==> src/rtl/reg_access_arbiter_pkg.sv <==
// Shared types and winner-select helpers for reg_access_arbiter.
// The fixed-priority build is selected with REG_ARB_FIXED_PRIO_EN.
package reg_arb_pkg;

  localparam int unsigned MAX_REQ = 8;
  localparam int unsigned IDX_W   = $clog2(MAX_REQ);

  typedef enum logic [1:0] {
    IDLE,
    ISSUE,
    RWAIT,
    RESP
  } arb_state_t;

  typedef struct packed {
    logic             valid;
    logic [IDX_W-1:0] idx;
  } pick_t;

  // Requests beyond NUM_REQ are zero-padded, so wrapping modulo MAX_REQ
  // gives the same winner as wrapping modulo NUM_REQ.
  function automatic pick_t rr_pick(input logic [MAX_REQ-1:0] req,
                                    input logic [IDX_W-1:0]   ptr);
    pick_t            r;
    logic [IDX_W-1:0] cand;
    r = '0;
    for (int unsigned k = 1; k <= MAX_REQ; k++) begin
      cand = ptr + IDX_W'(k);
      if (!r.valid && req[cand]) begin
        r.valid = 1'b1;
        r.idx   = cand;
      end
    end
    return r;
  endfunction

  function automatic pick_t fixed_pick(input logic [MAX_REQ-1:0] req);
    pick_t r;
    r = '0;
    for (int unsigned k = 0; k < MAX_REQ; k++) begin
      if (!r.valid && req[k]) begin
        r.valid = 1'b1;
        r.idx   = IDX_W'(k);
      end
    end
    return r;
  endfunction

endpackage

==> src/rtl/reg_access_arbiter_if.sv <==
// Requester-side and bank-side signals of reg_access_arbiter.
// slave = the arbiter, master = requesters plus register bank.
interface reg_access_arbiter_if #(
  parameter int unsigned NUM_REQ = 2,
  parameter int unsigned ADDR_W  = 8,
  parameter int unsigned DATA_W  = 8
);
  logic [NUM_REQ-1:0]        req;
  logic [NUM_REQ-1:0]        req_we;
  logic [NUM_REQ*ADDR_W-1:0] req_addr;
  logic [NUM_REQ*DATA_W-1:0] req_wdata;
  logic [NUM_REQ-1:0]        gnt;
  logic [NUM_REQ-1:0]        done;
  logic [DATA_W-1:0]         rdata;
  logic                      busy;
  logic [ADDR_W-1:0]         mem_addr;
  logic                      mem_write_en;
  logic [DATA_W-1:0]         mem_write_data;
  logic                      mem_read_en;
  logic [DATA_W-1:0]         mem_read_data;

  modport slave (
    input  req, req_we, req_addr, req_wdata, mem_read_data,
    output gnt, done, rdata, busy,
           mem_addr, mem_write_en, mem_write_data, mem_read_en
  );

  modport master (
    output req, req_we, req_addr, req_wdata, mem_read_data,
    input  gnt, done, rdata, busy,
           mem_addr, mem_write_en, mem_write_data, mem_read_en
  );
endinterface

==> src/rtl/reg_access_arbiter_rr_arbiter.sv <==
// Combinational winner select: round-robin from ptr+1, or lowest index
// wins when REG_ARB_FIXED_PRIO_EN is defined.
module rr_arbiter
  import reg_arb_pkg::*;
#(
  parameter int unsigned NUM_REQ = 2
) (
  input  logic [NUM_REQ-1:0] req,
  input  logic [IDX_W-1:0]   ptr,
  output logic               valid,
  output logic [IDX_W-1:0]   idx
);
  logic [MAX_REQ-1:0] req_ext;
  pick_t              pick;

  assign req_ext = MAX_REQ'(req);

`ifdef REG_ARB_FIXED_PRIO_EN
  logic ptr_unused;
  assign ptr_unused = ^ptr;
  assign pick       = fixed_pick(req_ext);
`else
  assign pick = rr_pick(req_ext, ptr);
`endif

  assign valid = pick.valid;
  assign idx   = pick.idx;
endmodule

==> src/rtl/reg_access_arbiter.sv <==
// Shares the single-port register bank between NUM_REQ masters, one
// transaction at a time. REG_ARB_FIXED_PRIO_EN selects fixed priority.
module reg_access_arbiter
  import reg_arb_pkg::*;
#(
  parameter int unsigned NUM_REQ  = 2,
  parameter int unsigned ADDR_W   = 8,
  parameter int unsigned DATA_W   = 8,
  parameter int unsigned READ_LAT = 1
) (
  input logic                clk,
  input logic                rst_n,
  reg_access_arbiter_if.slave bus
);
  localparam int unsigned CNT_W = 2;

  arb_state_t          state_q, state_d;
  logic [IDX_W-1:0]    ptr_q, ptr_d;
  logic [IDX_W-1:0]    win_q, win_d;
  logic                we_q, we_d;
  logic [CNT_W-1:0]    cnt_q, cnt_d;
  logic [NUM_REQ-1:0]  gnt_q, gnt_d;
  logic [NUM_REQ-1:0]  done_q, done_d;
  logic                wen_q, wen_d;
  logic                ren_q, ren_d;
  logic                busy_q, busy_d;
  logic [ADDR_W-1:0]   addr_q, addr_d;
  logic [DATA_W-1:0]   wdata_q, wdata_d;
  logic [DATA_W-1:0]   rdata_q, rdata_d;

  logic                arb_valid;
  logic [IDX_W-1:0]    arb_idx;
  logic                sel_we;
  logic [ADDR_W-1:0]   sel_addr;
  logic [DATA_W-1:0]   sel_wdata;

  function automatic logic [NUM_REQ-1:0] onehot(input logic [IDX_W-1:0] i);
    return {{(NUM_REQ-1){1'b0}}, 1'b1} << i;
  endfunction

  rr_arbiter #(.NUM_REQ(NUM_REQ)) u_arb (
    .req   (bus.req),
    .ptr   (ptr_q),
    .valid (arb_valid),
    .idx   (arb_idx)
  );

  always_comb begin
    sel_we    = 1'b0;
    sel_addr  = '0;
    sel_wdata = '0;
    for (int unsigned i = 0; i < NUM_REQ; i++) begin
      if (IDX_W'(i) == arb_idx) begin
        sel_we    = bus.req_we[i];
        sel_addr  = bus.req_addr[i*ADDR_W +: ADDR_W];
        sel_wdata = bus.req_wdata[i*DATA_W +: DATA_W];
      end
    end
  end

  // Strobes, gnt and done are computed one state ahead so that they are
  // registered and appear exactly in the cycle of the state they belong to.
  always_comb begin
    state_d = state_q;
    ptr_d   = ptr_q;
    win_d   = win_q;
    we_d    = we_q;
    cnt_d   = cnt_q;
    gnt_d   = '0;
    done_d  = '0;
    wen_d   = 1'b0;
    ren_d   = 1'b0;
    busy_d  = busy_q;
    addr_d  = addr_q;
    wdata_d = wdata_q;
    rdata_d = rdata_q;
    unique case (state_q)
      IDLE: begin
        if (arb_valid) begin
          win_d   = arb_idx;
          ptr_d   = arb_idx;
          we_d    = sel_we;
          addr_d  = sel_addr;
          gnt_d   = onehot(arb_idx);
          busy_d  = 1'b1;
          state_d = ISSUE;
          if (sel_we) begin
            wdata_d = sel_wdata;
            wen_d   = 1'b1;
            done_d  = onehot(arb_idx);
          end else begin
            ren_d = 1'b1;
          end
        end
      end
      ISSUE: begin
        if (we_q) begin
          state_d = IDLE;
          busy_d  = 1'b0;
        end else if (READ_LAT == 1) begin
          state_d = RESP;
          done_d  = onehot(win_q);
        end else begin
          state_d = RWAIT;
          cnt_d   = CNT_W'(READ_LAT - 2);
        end
      end
      RWAIT: begin
        if (cnt_q == '0) begin
          state_d = RESP;
          done_d  = onehot(win_q);
        end else begin
          cnt_d = cnt_q - 1'b1;
        end
      end
      RESP: begin
        rdata_d = bus.mem_read_data;
        busy_d  = 1'b0;
        state_d = IDLE;
      end
      default: state_d = IDLE;
    endcase
  end

  always_ff @(posedge clk) begin
    if (!rst_n) begin
      state_q <= IDLE;
      ptr_q   <= IDX_W'(NUM_REQ - 1);
      win_q   <= '0;
      we_q    <= 1'b0;
      cnt_q   <= '0;
      gnt_q   <= '0;
      done_q  <= '0;
      wen_q   <= 1'b0;
      ren_q   <= 1'b0;
      busy_q  <= 1'b0;
      addr_q  <= '0;
      wdata_q <= '0;
      rdata_q <= '0;
    end else begin
      state_q <= state_d;
      ptr_q   <= ptr_d;
      win_q   <= win_d;
      we_q    <= we_d;
      cnt_q   <= cnt_d;
      gnt_q   <= gnt_d;
      done_q  <= done_d;
      wen_q   <= wen_d;
      ren_q   <= ren_d;
      busy_q  <= busy_d;
      addr_q  <= addr_d;
      wdata_q <= wdata_d;
      rdata_q <= rdata_d;
    end
  end

  assign bus.gnt            = gnt_q;
  assign bus.done           = done_q;
  assign bus.busy           = busy_q;
  assign bus.mem_addr       = addr_q;
  assign bus.mem_write_en   = wen_q;
  assign bus.mem_write_data = wdata_q;
  assign bus.mem_read_en    = ren_q;
  // Bank data is only valid in the RESP cycle itself, so it is passed
  // through while done is high and held in rdata_q afterwards.
  assign bus.rdata          = (state_q == RESP) ? bus.mem_read_data : rdata_q;
endmodule

==> src/flat_wrapper.sv <==
// flat-port wrapper written by rule: the top's interface ports become plain ports
module reg_access_arbiter_flat import reg_arb_pkg::*;
#(
  parameter int unsigned NUM_REQ  = 2,
  parameter int unsigned ADDR_W   = 8,
  parameter int unsigned DATA_W   = 8,
  parameter int unsigned READ_LAT = 1
)
  (clk, rst_n, bus_req, bus_req_we, bus_req_addr, bus_req_wdata, bus_mem_read_data, bus_gnt, bus_done, bus_rdata, bus_busy, bus_mem_addr, bus_mem_write_en, bus_mem_write_data, bus_mem_read_en);
  reg_access_arbiter_if #(.NUM_REQ(NUM_REQ), .ADDR_W(ADDR_W), .DATA_W(DATA_W)) bus_i ();
  input logic clk;
  input logic rst_n;
  input wire logic [$bits(bus_i.req)-1:0] bus_req;
  input wire logic [$bits(bus_i.req_we)-1:0] bus_req_we;
  input wire logic [$bits(bus_i.req_addr)-1:0] bus_req_addr;
  input wire logic [$bits(bus_i.req_wdata)-1:0] bus_req_wdata;
  input wire logic [$bits(bus_i.mem_read_data)-1:0] bus_mem_read_data;
  output wire logic [$bits(bus_i.gnt)-1:0] bus_gnt;
  output wire logic [$bits(bus_i.done)-1:0] bus_done;
  output wire logic [$bits(bus_i.rdata)-1:0] bus_rdata;
  output wire logic [$bits(bus_i.busy)-1:0] bus_busy;
  output wire logic [$bits(bus_i.mem_addr)-1:0] bus_mem_addr;
  output wire logic [$bits(bus_i.mem_write_en)-1:0] bus_mem_write_en;
  output wire logic [$bits(bus_i.mem_write_data)-1:0] bus_mem_write_data;
  output wire logic [$bits(bus_i.mem_read_en)-1:0] bus_mem_read_en;
  assign bus_i.req = bus_req;
  assign bus_i.req_we = bus_req_we;
  assign bus_i.req_addr = bus_req_addr;
  assign bus_i.req_wdata = bus_req_wdata;
  assign bus_i.mem_read_data = bus_mem_read_data;
  assign bus_gnt = bus_i.gnt;
  assign bus_done = bus_i.done;
  assign bus_rdata = bus_i.rdata;
  assign bus_busy = bus_i.busy;
  assign bus_mem_addr = bus_i.mem_addr;
  assign bus_mem_write_en = bus_i.mem_write_en;
  assign bus_mem_write_data = bus_i.mem_write_data;
  assign bus_mem_read_en = bus_i.mem_read_en;
  reg_access_arbiter #(.NUM_REQ(NUM_REQ), .ADDR_W(ADDR_W), .DATA_W(DATA_W), .READ_LAT(READ_LAT)) u_core (.clk(clk), .rst_n(rst_n), .bus(bus_i));
endmodule
==> config.mk <==
export PLATFORM = sky130hd
export DESIGN_NAME = reg_access_arbiter_flat
export DESIGN_NICKNAME = d
export VERILOG_FILES = /design/src/rtl/reg_access_arbiter_pkg.sv /design/src/rtl/reg_access_arbiter_if.sv /design/src/rtl/reg_access_arbiter_rr_arbiter.sv /design/src/rtl/reg_access_arbiter.sv /design/src/flat_wrapper.sv
export SDC_FILE = /design/constraint.sdc
export NUM_CORES = 1
export LEC_CHECK = 0
export ABC_AREA = 1
export BUFFER_PORTS_ARGS = -buffer_cell sky130_fd_sc_hd__buf_4
export CAP_MARGIN = 25
export CORE_MARGIN = 4
export CORE_UTILIZATION = 42
export CTS_CLUSTER_SIZE = 16
export DETAILED_ROUTE_END_ITERATION = 12
export GPL_ROUTABILITY_DRIVEN = 0
export MAX_ROUTING_LAYER = met4
export PLACE_DENSITY_LB_ADDON = 0.08
export SLEW_MARGIN = 10
export SYNTH_ARGS = -nofsm -noshare
export SYNTH_HDL_FRONTEND = slang
export SYNTH_SLANG_ARGS = --single-unit
==> constraint.sdc <==
create_clock -name clk -period 1.6 [get_ports clk]
set_input_delay 0.16 -clock clk [delete_from_list [all_inputs] [get_ports clk]]
set_output_delay 0.16 -clock clk [all_outputs]
set_load 0.02 [all_outputs]
# Word-level counts from Yosys, hierarchy flattened
# Index checks and enable logic that the tools add are counted.
# word_totals
output_inout_bits,31
inputBits,46
word_cells,108
reg_bits,42
# classes
n_mux,45
reduce_logical,24
magnitude_cmp,8
bitwise,1
n_addsub,8
n_shift,2
eq_ne,7
# ops
operator,count
$mux W8,5
$lt A3 B4 Y1 const B,8
$mux W4,8
$bmux W1 S3,8
$mux W1,14
$mux W2,7
$add A3 B3 Y3 const B,4
$reduce_and A3 Y1,3
$pmux W2 S4,1
$logic_and A1 B1 Y1,7
$logic_not A1 Y1,7
$add A3 B2 Y3 const B,2
$pmux W2 S3,1
$reduce_and A2 Y1,3
$shl A1 B3 Y2 const A,2
$eq A2 B2 Y1 const B,2
$logic_not A2 Y1,2
$ne A2 B1 Y1 const B,2
$add A3 B1 Y3 const B,1
$eq A1 B3 Y1 const A,1
$logic_not A3 Y1,1
$pmux W1 S3,1
$reduce_bool A3 Y1,1
$eq A2 B1 Y1 const B,1
other kinds (3),3

# Longest topological paths before layout
# depth
word_depth,31
mapped_depth,13
mapped_depth_nobuf,13

# By module
# Synthesis repeated with hierarchy kept, for this count alone.
# unflattened
cells_unflattened,302
hier_area_um2,1955.6
# by_module_without_submodules
mod,seq_area_each_um2,cells_each,n_inst,area_per_inst_um2
reg_access_arbiter,800.8,273,1,1810.5
rr_arbiter,0.0,29,1,145.1

# Worst setup path after synthesis
# OpenSTA, ideal clock, no wires.
# synth_timing
kind,reg-to-reg
from,register u_core.ptr_q[0]
to,register u_core.wdata_q[0] (netlist: u_core.bus.mem_write_data[0])
path_stages_with_launch,14
slack_ps,-130
arrival_time_ps,1617
t_required_ps,1487
period_less_slack_ps,1730
cell_sequence,dfxtp_1 > inv_1 > ha_1 > inv_1 > nand2_1 > nand3_1 > nand2_1 > nand2_1 > nand3_2 > nand2_2 > nand3_4 > buf_6 > nor2_1 > nor2_1
# synth_between
elab_chain_cells,29
# synth_rtl
item,line,source
"start, declared",reg_access_arbiter.sv:18,"logic [IDX_W-1:0] ptr_q, ptr_d;"
"start signal, assigned",reg_access_arbiter.sv:128,ptr_q <= IDX_W'(NUM_REQ - 1);
"start signal, assigned",reg_access_arbiter.sv:142,ptr_q <= ptr_d;
$add A3 B1 Y3,reg_access_arbiter_pkg.sv:28,cand = ptr + IDX_W'(k);
$bmux W1 S3,reg_access_arbiter_pkg.sv:29,if (!r.valid && req[cand]) begin
$mux W1 (implied by the code),reg_access_arbiter_pkg.sv:29,
$mux W4,reg_access_arbiter_pkg.sv:29,
$logic_not A1 Y1,reg_access_arbiter_pkg.sv:29,
$logic_and A1 B1 Y1,reg_access_arbiter_pkg.sv:29,
$mux W4,reg_access_arbiter_pkg.sv:29,
$logic_not A1 Y1,reg_access_arbiter_pkg.sv:29,
[12 not listed],-,
$logic_and A1 B1 Y1,reg_access_arbiter_pkg.sv:29,
$mux W4,reg_access_arbiter_pkg.sv:29,
$logic_not A1 Y1,reg_access_arbiter_pkg.sv:29,
$logic_and A1 B1 Y1,reg_access_arbiter_pkg.sv:29,
$mux W4 (*),reg_access_arbiter_pkg.sv:29,
$logic_not A3 Y1,reg_access_arbiter.sv:53,if (IDX_W'(i) == arb_idx) begin
$mux W1 (2 in a row),reg_access_arbiter.sv:53,
$reduce_and A3 Y1 (no line),-,
"end signal, assigned",reg_access_arbiter.sv:152,wdata_q <= wdata_d;
"end, declared",reg_access_arbiter.sv:28,"logic [DATA_W-1:0] wdata_q, wdata_d;"
# Every way passes the cells marked *; elsewhere a longest branch is shown, timed or not. The select of a mux whose other input is x is not followed.
# A chain may end at the register's enable or synchronous reset.

# Worst setup path after layout
# layout_timing
from,register u_core.ptr_q[0]
to,register u_core.wdata_q[5] (netlist: u_core.bus.mem_write_data[5])
# The elaborated chain is that of the path after synthesis.

==> metrics.md <==
| Metric | Value |
|---|---|
| Status | finished, violations left |
| Violated checks | negative setup slack |
| Initial antenna violation count | 0 |
| Crit-path max FO | 8 |
| DR vias | 1916 |
| Startpoint types | flop |
| CTS tree | done |
| H-tree depth | 2 |
| Avg WL per Cell | 12.2 um |
| Worst-margin pin slew | between 0.2 and 0.3 ns |
| Sequential element share of the synthesized area | 44.0% |
| Final setup margin | -0.101 ns |
| Die ar. | roughly 0.0055 mm^2 |
| DP Wirelength | approximately 3100 um |
| Final setup vio count | 19 |
| Placed cell areas | 0.00250 mm^2 |
| WHS Path Cells | 3 |
| Syn Nets | 316 |
| Input/output buffers | 76 |
| Clk_skew | between 0.005 and 0.006 ns |
| Overall routed net length | about 5000 um |
| P_leak | around 0.0016 uW |
| All-Layer GR Usage | 18.7% |
| Peak supply drop | just under 0.8 mV |
| Crit share post-route | 106% |
| Routed Antenna Nets | 0 |
| Filler cell count | between 300 and 400 |
| DRT iter0 DRCs | 63 |
| Layout cells sized above 1 | 38.8% |
| Worst EP required | 1.79 ns |
| Drt drc | 0 |
| DR vias/cell | ~4.7 |
| RSZ-0062 raised after global routing | true |
| CTS Buf Count | 5 |
| Largest net degree at the start of global routing | 24 |
| DRT Pass-1 Iters | 4 |
| Fin. max-slew vios | 0 |
| Layout area overhead | 57.5% |
| WS Path Type | flop to flop |
| Grt total ovfl | 0 |
| Min Tclk post-route | about 1.7 ns |
| Max-cap viol count | 0 |
| Fin nets | slightly above 400 |
| R2R cell count | 13 |
| First-pass GRT wire length | around 7600 um |
| Core area | approximately 0.004 mm^2 |
| Total power | 3570 uW |
| Worst hold path class | primary input to flop |
| FP Rows | 23 |
| Starting Density | between 40% and 50% |
| I/O Pins | between 70 and 80 |
| Clock sinks | 40 |
| YS warnings | 0 |
| Final Util | around 70% |
| Slew HR | 83.0% |
| CTS hold repair buffers | 0 |
| Synth Area per Inst | 6.82 um^2 |
| Power density cells | 1250 mW/mm^2 |
| Fmax | a little under 600 MHz |
| CP endpoint kind | flop |
| Clock slew at reported path FFs | roughly 0.070 ns |
| Vias in the first global route | 1757 |
| Die W | approximately 74 um |
| Mapped Area | ~0.0018 mm^2 |
| Critical Path AT | roughly 1.9 ns |
| Skew-Pair Late Insertion Delay | around 0.29 ns |
| Ant. Diodes | 0 |
| Final Cell Area | approximately 0.0029 mm^2 |
| Post-Synthesis Cells | about 270 |
| Final hold vios | 0 |
| Seq cells post-synth | 40 |
| Die H | between 70 and 80 um |
| Synth unique cells | 23 |
| Clock Tree Buf Depth | 2 |
| Clk root buf | clkbuf_8 |
==> placed cells by master, fill, tap and decap left out, drive strengths merged <==
cell type,synthesis,layout
a21oi,8,8
a31oi,1,1
buf,4,90
clkbuf,4,8
dfxtp,40,40
ha,3,3
inv,55,56
nand2,67,67
nand3,26,29
nand4,1,1
nor2,35,36
nor3,1,1
o21ai,18,18
o21bai,1,1
o22ai,2,2
==> metal layers <==
| metal | up-vias | part of all wire, % | global-route usage, % |
|---|---|---|---|
| met3 | 11 | 6.2 | 5.20 |
| met5 | - | 0 | - |
| met1 | 845 | 41 | 21.5 |
| li1 | 1008 | - | - |
| met2 | 52 | 50 | 31.6 |
| met4 | 0 | 2.2 | 5.43 |
==> worst paths after layout <==
| kind | from | end | slack [ns] |
|---|---|---|---|
| worst max-delay path | u_core.ptr_q[0]$_SDFFE_PN1P_ | u_core.bus.mem_write_data[5]$_SDFFE_PN0P_ | -0.10 |
| worst min-delay path | bus_req_addr[10] | u_core.bus.mem_addr[2]$_SDFFE_PN0P_ | 0.06 |
| worst min register to register | u_core.cnt_q[1]$_SDFFE_PN0P_ | u_core.cnt_q[1]$_SDFFE_PN0P_ | 0.46 |
| worst max register to register | u_core.ptr_q[0]$_SDFFE_PN1P_ | u_core.bus.mem_write_data[5]$_SDFFE_PN0P_ | -0.10 |
==> Yosys cell counts <==
master / instances / share of area [%]
clkinv_1: 1 / 0.21
nand3_2: 1 / 0.55
nor2_8: 1 / 1.1
a21oi_1: 8 / 2.2
o21bai_2: 1 / 0.62
o22ai_1: 2 / 0.69
buf_2: 1 / 0.27
clkbuf_1: 4 / 0.82
buf_6: 1 / 0.62
dfxtp_1: 40 / 44
nor2_1: 34 / 7.0
buf_4: 2 / 0.82
nor3_1: 1 / 0.27
nand3_1: 24 / 6.6
o21ai_0: 18 / 4.9
nand4_1: 1 / 0.34
a31oi_1: 1 / 0.34
inv_2: 4 / 0.82
inv_1: 51 / 11
nand2_1: 64 / 13
ha_1: 3 / 2.1
nand2_2: 3 / 1.0
nand3_4: 1 / 0.96
==> through the flow <==
step,setup WS [ns],hold slack (ns),cells,TNS [ns]
finish,-0.101,0.0616,411,-1.28
global route,-0.220,0.0646,411,-3.37
CTS,-0.0458,0.0593,407,-0.398
detailed placement,-0.136,0.361,394,-1.31
global placement,-0.0682,0.360,394,-0.533
floorplan,0.00154,0.273,267,0
==> layout make-up <==
type	count	area, um^2	area share [%]
clock buffers	7	96.3	3.36
inverters	56	218	7.59
flip-flops and latches	40	803	28.0
multi-input cells	167	975	34.0
repair buffers	91	712	24.8
well taps	50	62.6	2.18
==> cells by family (layout without fill, tap and decap cells) <==
logic type | after synthesis | in the layout | share of synthesized area, %
AO/OA/AOI/OAI | 30 | 30 | 8.80
adder cells (fa/ha/maj) | 3 | 3 | 2.06
buffers and inverters | 64 | 154 | 14.1
flip-flops | 40 | 40 | 44.0
AND/OR/NAND/NOR | 130 | 134 | 31.1
==> state kept, by name (all words and copies together), names as in the netlist, 2 cells and up <==
signal and count:
u_core.bus.done 2, u_core.bus.gnt 2, u_core.bus.mem_addr 8, u_core.bus.mem_write_data 8
u_core.cnt_q 2, u_core.rdata_q 8, u_core.state_q 2, u_core.win_q 3
==> power breakdown <==
part           internal, uW  leakage (uW)  total (uW)  switching [uW]
sequential             1180      0.000328        1280            97.0
clock                   384     0.0000503         716             332
combinational           663       0.00120        1580             918
==> worst max-delay path, cell delays in order, from the launching register on <==
cell	delay [ns]
dfxtp_2	0.34
inv_2	0.05
ha_4	0.25
inv_2	0.06
nand2_2	0.06
nand3_4	0.09
nand2_4	0.06
nand2_4	0.07
nand3_4	0.15
clkbuf_16	0.21
nand2_4	0.05
o21ai_2	0.04
nor2_1	0.10
nor2_1	0.05
==> what timing repair did <==
| item | in CTS | in global routing |
|---|---|---|
| gates cloned | 4 | 1 |
| pin swaps | 5 | 20 |
| gates resized for setup | 15 | 41 |
| setup endpoints to repair | 27 | 31 |
| buffers inserted | 2 | 3 |
(Power assumes the default switching activity.)
